File: config.mk
export PLATFORM = sky130hd
export DESIGN_NAME = uart_rx_fifo
export DESIGN_NICKNAME = d
export VERILOG_FILES = /design/src/rtl/uart_rx_fifo.sv
export SDC_FILE = /design/constraint.sdc
export NUM_CORES = 1
export LEC_CHECK = 0
export CORE_MARGIN = 2
export CORE_UTILIZATION = 53
export DETAILED_ROUTE_END_ITERATION = 10
export MAX_ROUTING_LAYER = met4
export PLACE_DENSITY = 0.79
export SLEW_MARGIN = 20
export SYNTH_ARGS = -nofsm -noshare
export SYNTH_HDL_FRONTEND = slang
export SYNTH_SLANG_ARGS = --single-unit
File: constraint.sdc
create_clock -name clock -period 2.95 [get_ports clock]
set_input_delay 0.295 -clock clock [delete_from_list [all_inputs] [get_ports clock]]
set_output_delay 0.295 -clock clock [all_outputs]
set_load 0.01 [all_outputs]
File: src/rtl/uart_rx_fifo.sv
// Receive-side byte FIFO between the UART receiver and the MMIO decoder.
//
// Each rising edge of rx_fin captures rx_byte into a DEPTH-entry circular
// buffer. The oldest byte is shown first-word-fall-through on rx_data. Each
// rising edge of rd_en pops it. A push that arrives while the buffer is full
// and has no matching pop is dropped, and the sticky overrun flag is set.
//
// Ports:
//   clock         system raw clock, all state updates on posedge
//   reset         synchronous, active-high reset
//   rx_byte       receiver byte, captured on an rx_fin rise
//   rx_fin        receiver completion level, one push per rising edge
//   rd_en         decoder read request level, one pop per rising edge
//   clear_overrun single-cycle strobe that clears overrun
//   rx_data       head byte, 8'h00 when empty
//   rx_ready      FIFO non-empty
//   full          count == DEPTH
//   count         number of stored bytes, 0..DEPTH
//   overrun       sticky, a byte was dropped because the FIFO was full
//
// DEPTH must be a power of two and at least 2. The pointers then wrap
// naturally, and the full count is the single top bit of count.

module uart_rx_fifo #(
    parameter int unsigned  DEPTH  = 16,
    localparam int unsigned ADDR_W = $clog2(DEPTH)
) (
    input  logic              clock,
    input  logic              reset,
    input  logic [7:0]        rx_byte,
    input  logic              rx_fin,
    input  logic              rd_en,
    input  logic              clear_overrun,
    output logic [7:0]        rx_data,
    output logic              rx_ready,
    output logic              full,
    output logic [ADDR_W:0]   count,
    output logic              overrun
);

    localparam logic [ADDR_W-1:0] PtrOne    = {{(ADDR_W-1){1'b0}}, 1'b1};
    localparam logic [ADDR_W:0]   CntOne    = {{ADDR_W{1'b0}}, 1'b1};
    localparam logic [ADDR_W:0]   FullCount = {1'b1, {ADDR_W{1'b0}}};

    logic [7:0]        mem_q [DEPTH];
    logic [ADDR_W-1:0] wr_ptr_q, wr_ptr_d;
    logic [ADDR_W-1:0] rd_ptr_q, rd_ptr_d;
    logic [ADDR_W:0]   count_q, count_d;
    logic              overrun_q, overrun_d;
    logic              fin_q, rd_q;

    logic push, pop, empty, is_full;
    logic push_eff, pop_eff, drop;

    always_comb begin
        push    = rx_fin & ~fin_q;
        pop     = rd_en & ~rd_q;
        empty   = (count_q == '0);
        is_full = (count_q == FullCount);
        // A pop that frees a slot lets a push into a full FIFO proceed.
        pop_eff  = pop & ~empty;
        push_eff = push & (~is_full | pop_eff);
        drop     = push & is_full & ~pop_eff;
    end

    always_comb begin
        wr_ptr_d  = wr_ptr_q;
        rd_ptr_d  = rd_ptr_q;
        count_d   = count_q;
        overrun_d = overrun_q;

        if (push_eff) begin
            wr_ptr_d = wr_ptr_q + PtrOne;
        end
        if (pop_eff) begin
            rd_ptr_d = rd_ptr_q + PtrOne;
        end

        if (push_eff && !pop_eff) begin
            count_d = count_q + CntOne;
        end else if (!push_eff && pop_eff) begin
            count_d = count_q - CntOne;
        end

        // If a drop and a clear happen together, the drop wins.
        if (drop) begin
            overrun_d = 1'b1;
        end else if (clear_overrun) begin
            overrun_d = 1'b0;
        end
    end

    always_ff @(posedge clock) begin
        // The edge detectors follow their inputs during reset. A level that is
        // already high at reset release is then not seen as a new edge.
        fin_q <= rx_fin;
        rd_q  <= rd_en;
        if (reset) begin
            wr_ptr_q  <= '0;
            rd_ptr_q  <= '0;
            count_q   <= '0;
            overrun_q <= 1'b0;
        end else begin
            wr_ptr_q  <= wr_ptr_d;
            rd_ptr_q  <= rd_ptr_d;
            count_q   <= count_d;
            overrun_q <= overrun_d;
        end
    end

    // Storage is not reset. A write in the same cycle as reset is ignored.
    always_ff @(posedge clock) begin
        if (!reset && push_eff) begin
            mem_q[wr_ptr_q] <= rx_byte;
        end
    end

    always_comb begin
        rx_data  = empty ? 8'h00 : mem_q[rd_ptr_q];
        rx_ready = ~empty;
        full     = is_full;
        count    = count_q;
        overrun  = overrun_q;
    end

endmodule

After elaboration in Yosys (flattened, before gate mapping)
Memory sizes are Yosys's and may differ from the RTL's. A register that Yosys moved wholly into a read port is not among the register bits. Cells that the tools add are included.

Bitwise logic cells: 12. Equality and inequality tests: 1. Muxes and demuxes: 9. Reductions and logical operators: 9. $add $sub $neg: 4.

Operators with widths (number): $mux W5 (2); $add A4 B1 Y4 const B (2); $mux W4 (2); $mux W8 (1); $and A1 B1 Y1 (6); $add A5 B1 Y5 const B (1); $eq A5 B5 Y1 const B (1); $logic_not A5 Y1 (1); $not A1 Y1 (5); $sub A5 B1 Y5 const B (1); $mux W1 (4); $reduce_bool A2 Y1 (2); $logic_and A1 B1 Y1 (3); $logic_not A1 Y1 (3); $or A1 B1 Y1 (1).

Register bits: 16. Bits in writable memories: 128. Output and inout bits: 16. Logic and storage cells: 42. Input port bits: 13. Memories kept: 1.

Memory list: mem_q (depth 16, bits a word 8, rd ports 1, clocked after memory_dff 1, wr ports 1, RTL line 45) `logic [7:0] mem_q [DEPTH];`.

Longest topological paths before layout
Depth in word-level cells: 9. Depth in mapped cells: 12. Gate-level depth less buffers: 10.

Worst setup path before layout
Ideal clock, no wire load.

Kind: flip-flop to flip-flop. Start point: register count_q[0], in the netlist count[0]. End point: register count_q[4], in the netlist count[4]. Data arrival time: 2926 ps. Cell stages (with the launch flop): 13. Buffers on the path: 2. Setup slack: -97 ps. Setup time: 121 ps. Required time: 2829 ps. Clock period less this slack: 3047 ps. Cell sequence: dfxtp_1 -> or4_1 -> buf_2 -> o31ai_4 -> buf_2 -> inv_1 -> ha_1 -> inv_1 -> ha_1 -> a21oi_1 -> a211oi_1 -> a31oi_1 -> mux2_2.

Word-level cells in the longest chain between the ends: 8. Elaborated cells between the ends (all ways): 16. Classes of those cells: add/sub: 2; eq/ne: 1; mux: 2; bitwise: 5; reduce/logical: 6.

RTL lines: from (decl) (RTL line 48) `logic [ADDR_W:0] count_q, count_d;`; from (signal assigned) (RTL line 106) `count_q <= count_d;`; $logic_not A5 Y1 (RTL line 58) `empty = (count_q == '0);`; $not A1 Y1 (RTL line 61) `pop_eff = pop & ~empty;`; $and A1 B1 Y1 (RTL line 61); $or A1 B1 Y1 (RTL line 62) `push_eff = push & (~is_full | pop_eff);`; $and A1 B1 Y1 (RTL line 62); $logic_not A1 Y1 (RTL line 81) `end else if (!push_eff && pop_eff) begin`; $logic_and A1 B1 Y1 (RTL line 81); $reduce_bool A2 Y1 (no line).

Parallel ways exist; a longest one is shown, timed or not. The select of a mux whose other input is x is not followed. A chain may end at the register's enable or synchronous reset.

==> results_dict.tcl <==
set metrics [dict create \
    netlist_area_sq_mm 0.00595 \
    cp_slowest_cell "a211oi_1" \
    worstRegToRegCells 10 \
    timing.final.ws_setup_ps 135 \
    portBuffers 28 \
    max_stage_delay_ps 460 \
    synth_enable_flop_cells 128 \
    p_per_area_mw_per_mm2 793 \
    nNetsFinal 412 \
    fp.coreArea_sq_mm 0.0109 \
    path_delay_family "buffers and inverters" \
    top_usage_layer "met2" \
    final.setup.tns_ps 0 \
    crit_arrival_ps 2520 \
    hold_viol_final 0 \
    synth_top_family_by_area "multiplexers" \
    leakage_nw 2.45 \
    die_x_um 110 \
    worstPathRequired_ps 2650 \
    synth_ff_type "edfxtp_1" \
    fin_cells 542 \
    layout_min_cycle_time_ps 2810 \
    hold_end "rd_q" \
    clk_path_buf_depth 2 \
    whs_path_depth 1 \
    power_mw 5.76 \
    multi_input_area_sq_mm 0.00161 \
    startpoint_type "flop" \
    synth.avg_cell_area_sq_um 18.0 \
    synth_compound_area_frac 0.0375 \
    grt_use_total 0.221 \
    final.period_utilization 0.954 \
    path_clk_slew_ps 60 \
    yosys_warnings 0 \
    synthMuxAreaShare 0.142 \
    placed_cells 504 \
    min_path_type "in2reg" \
    dr.pass1.iters 4 \
    setup_viol 0 \
    cts_tree "yes" \
    clkLatencyLatePin_ps 520 \
    drv_cap 0 \
    ir_drop_v 0.000507 \
    antenna_found_initial 0 \
    fp.dieArea_sq_mm 0.0121 \
    drive_gt1_frac 0.269 \
    drt-total-wl_um 11700 \
    synthXorXnorAreaFrac 0.00884 \
    synth-simple-area-share 0.0555 \
    cts_max_level 4 \
    synthCells 330 \
    ys_types 33 \
    synth_nets 353 \
    worst_pin_slew_ps 701 \
    use_met3 0.0664 \
    wl_per_cell_um 21.6 \
    gp_congestion 0.766 \
    rows 38 \
    r2r_setup_slack_ps 220 \
    ioPinCount 29 \
    yosysSeqAreaShare 0.714 \
    rr_startpoint "count[0]" \
    grt_max_degree 33 \
    synth-async-reset-ratio 0 \
    grt_pass1_wl_um 18000 \
    synth_seq_cells 148 \
    max_freq_ghz 0.355 \
    crit_chain "buf_12, buf_4, mux4_2, nor2b_1, a211oi_2, a211oi_1, clkdlybuf4s15_1" \
    synth_fa_ha_area_frac 0.0223 \
    use_met2 0.355 \
    die_h_um 110 \
    start_util 0.546 \
    drcViolationCount 0 \
    cts_buffers 17 \
    ant_nets 0 \
    worstSetupPathType "reg2out" \
    status "completed" \
    cp_max_fo 13 \
    fillCellCount 699 \
    hold_start "rd_en" \
    grt_overflow 0 \
    path_buf_inv 3 \
    place_ws_ps 115 \
    cts_hold_buf 0 \
    cts-root-buf "clkbuf_8" \
    dr_total_vias 3183 \
    end_kind "output pin" \
    grt_pass1_vias 3303 \
    clock_skew_ps 9.38 \
    area_growth_pct 22.2 \
    rsz0062_at_grt "false" \
    gr-usage-met1 0.268 \
    slew_headroom 0.532 \
    r2r_end "count[4]" \
    drt-initial-drc-count 327 \
    n_antenna_cell 0 \
    clkSinkCount 148 \
    via_per_inst 5.87 \
    register_area_sq_mm 0.00425 \
    dp_hpwl_um 6960 \
    slew_violations 0 \
]
[cells by family after synthesis]
kind of cell | after synthesis
buffers and inverters | 28
and+or+nand+nor | 63
xor gates and xnor gates | 6
adders and majority gates | 10
DFF | 148
muxes | 44
AOI/OAI and AO/OA | 31
[sequential cells by signal, indices dropped and copies added (netlist names), named ones only]
signal / cells
rd_q: 1
rd_ptr_q: 4
overrun: 1
fin_q: 1
count: 5
wr_ptr_q: 4
mem_q: 128
[layer usage]
layer / up-vias / routed length (um)
li1: 1439 / -
met1: 1588 / 4630
met2: 140 / 5940
met3: 16 / 947
met4: 0 / 213
met5: - / 0
[worst max path at each step]
stage	from	to	depth (start not counted)
after floorplan	count[0]	count[4]	12
after global placement	count[0]	count[4]	10
after detailed placement	count[0]	count[4]	10
after CTS	flop	rx_data[6]	6
after global routing	flop	rx_data[0]	7
final	flop	rx_data[0]	7
[where the power goes]
part           internal (mW)  leakage [nW]  switching (mW)
clock network           1.32         0.310           0.836
registers               2.33          1.32          0.0502
logic                  0.616         0.823           0.615
total                   4.26          2.45            1.50
[cell type report]
class,instances,share of cell area
multi-input cells,154,0.221
repair buffers,61,0.0828
clock inverters,7,0.00671
well taps,140,0.0241
clock buffers,25,0.0771
inverters,7,0.00362
flip-flops and latches,148,0.584
[Yosys cell counts (2+ instances only)]
cell	count	area, sq um
a211oi_1	17	128
a21oi_1	6	30.0
buf_1	5	18.8
buf_2	8	40.0
clkbuf_1	7	26.3
dfxtp_1	20	400
edfxtp_1	128	3840
ha_1	9	113
inv_1	7	26.3
mux2i_1	11	110
mux4_2	32	721
nand2_1	2	7.51
nand2b_1	6	37.5
nand3_1	2	10.0
nor2_1	18	67.6
nor2b_1	11	68.8
nor3_1	13	65.1
nor4_1	5	31.3
o211ai_1	2	15.0
o21ai_0	2	10.0
or3_1	3	18.8
xnor2_1	2	17.5
xor2_1	4	35.0
[through the flow]
step	utilization	hold WS, ps	instance area (sq um)
floorplan	-	323	5960
global placement	0.601	530	6540
detailed placement	0.601	528	6540
CTS	0.664	215	7230
global route	0.667	210	7270
finish	0.667	237	7270
[layout by cell type, fill, tap and decap left out, types with 2 or more instances in the layout]
master,instances
dfxtp_2,2
xnor2_1,2
mux4_2,32
o21ai_0,2
nand2_1,2
clkbuf_16,21
clkinv_2,2
a211oi_1,13
o211ai_1,2
nor2b_1,11
buf_12,2
inv_6,3
ha_1,9
a211oi_2,4
edfxtp_1,128
dlymetal6s2s_1,3
nor2_1,18
a21oi_1,5
buf_4,28
clkbuf_8,4
inv_1,6
or3_1,3
clkdlybuf4s50_1,20
mux2i_1,11
inv_4,2
nor4_1,5
nand2b_1,6
xor2_1,4
nand3_1,2
dlygate4sd2_1,4
nor3_1,13
dfxtp_1,18
[worst reg2reg max path: cells and delay by family, from the launching register on]
family                     cells  cell delay [ps]
buffers and inverters          2              180
muxes                          1              340
DFF                            1              310
and+or+nand+nor                1              590
AOI/OAI and AO/OA              4              710
adders and majority gates      2              490
[timing repair]
item,4_1_cts,5_1_grt
resized for setup,10,6
cloned,1,1
setup endpoints to repair,8,6
setup buffers,4,0
Power figures use the tool's default switching activity.
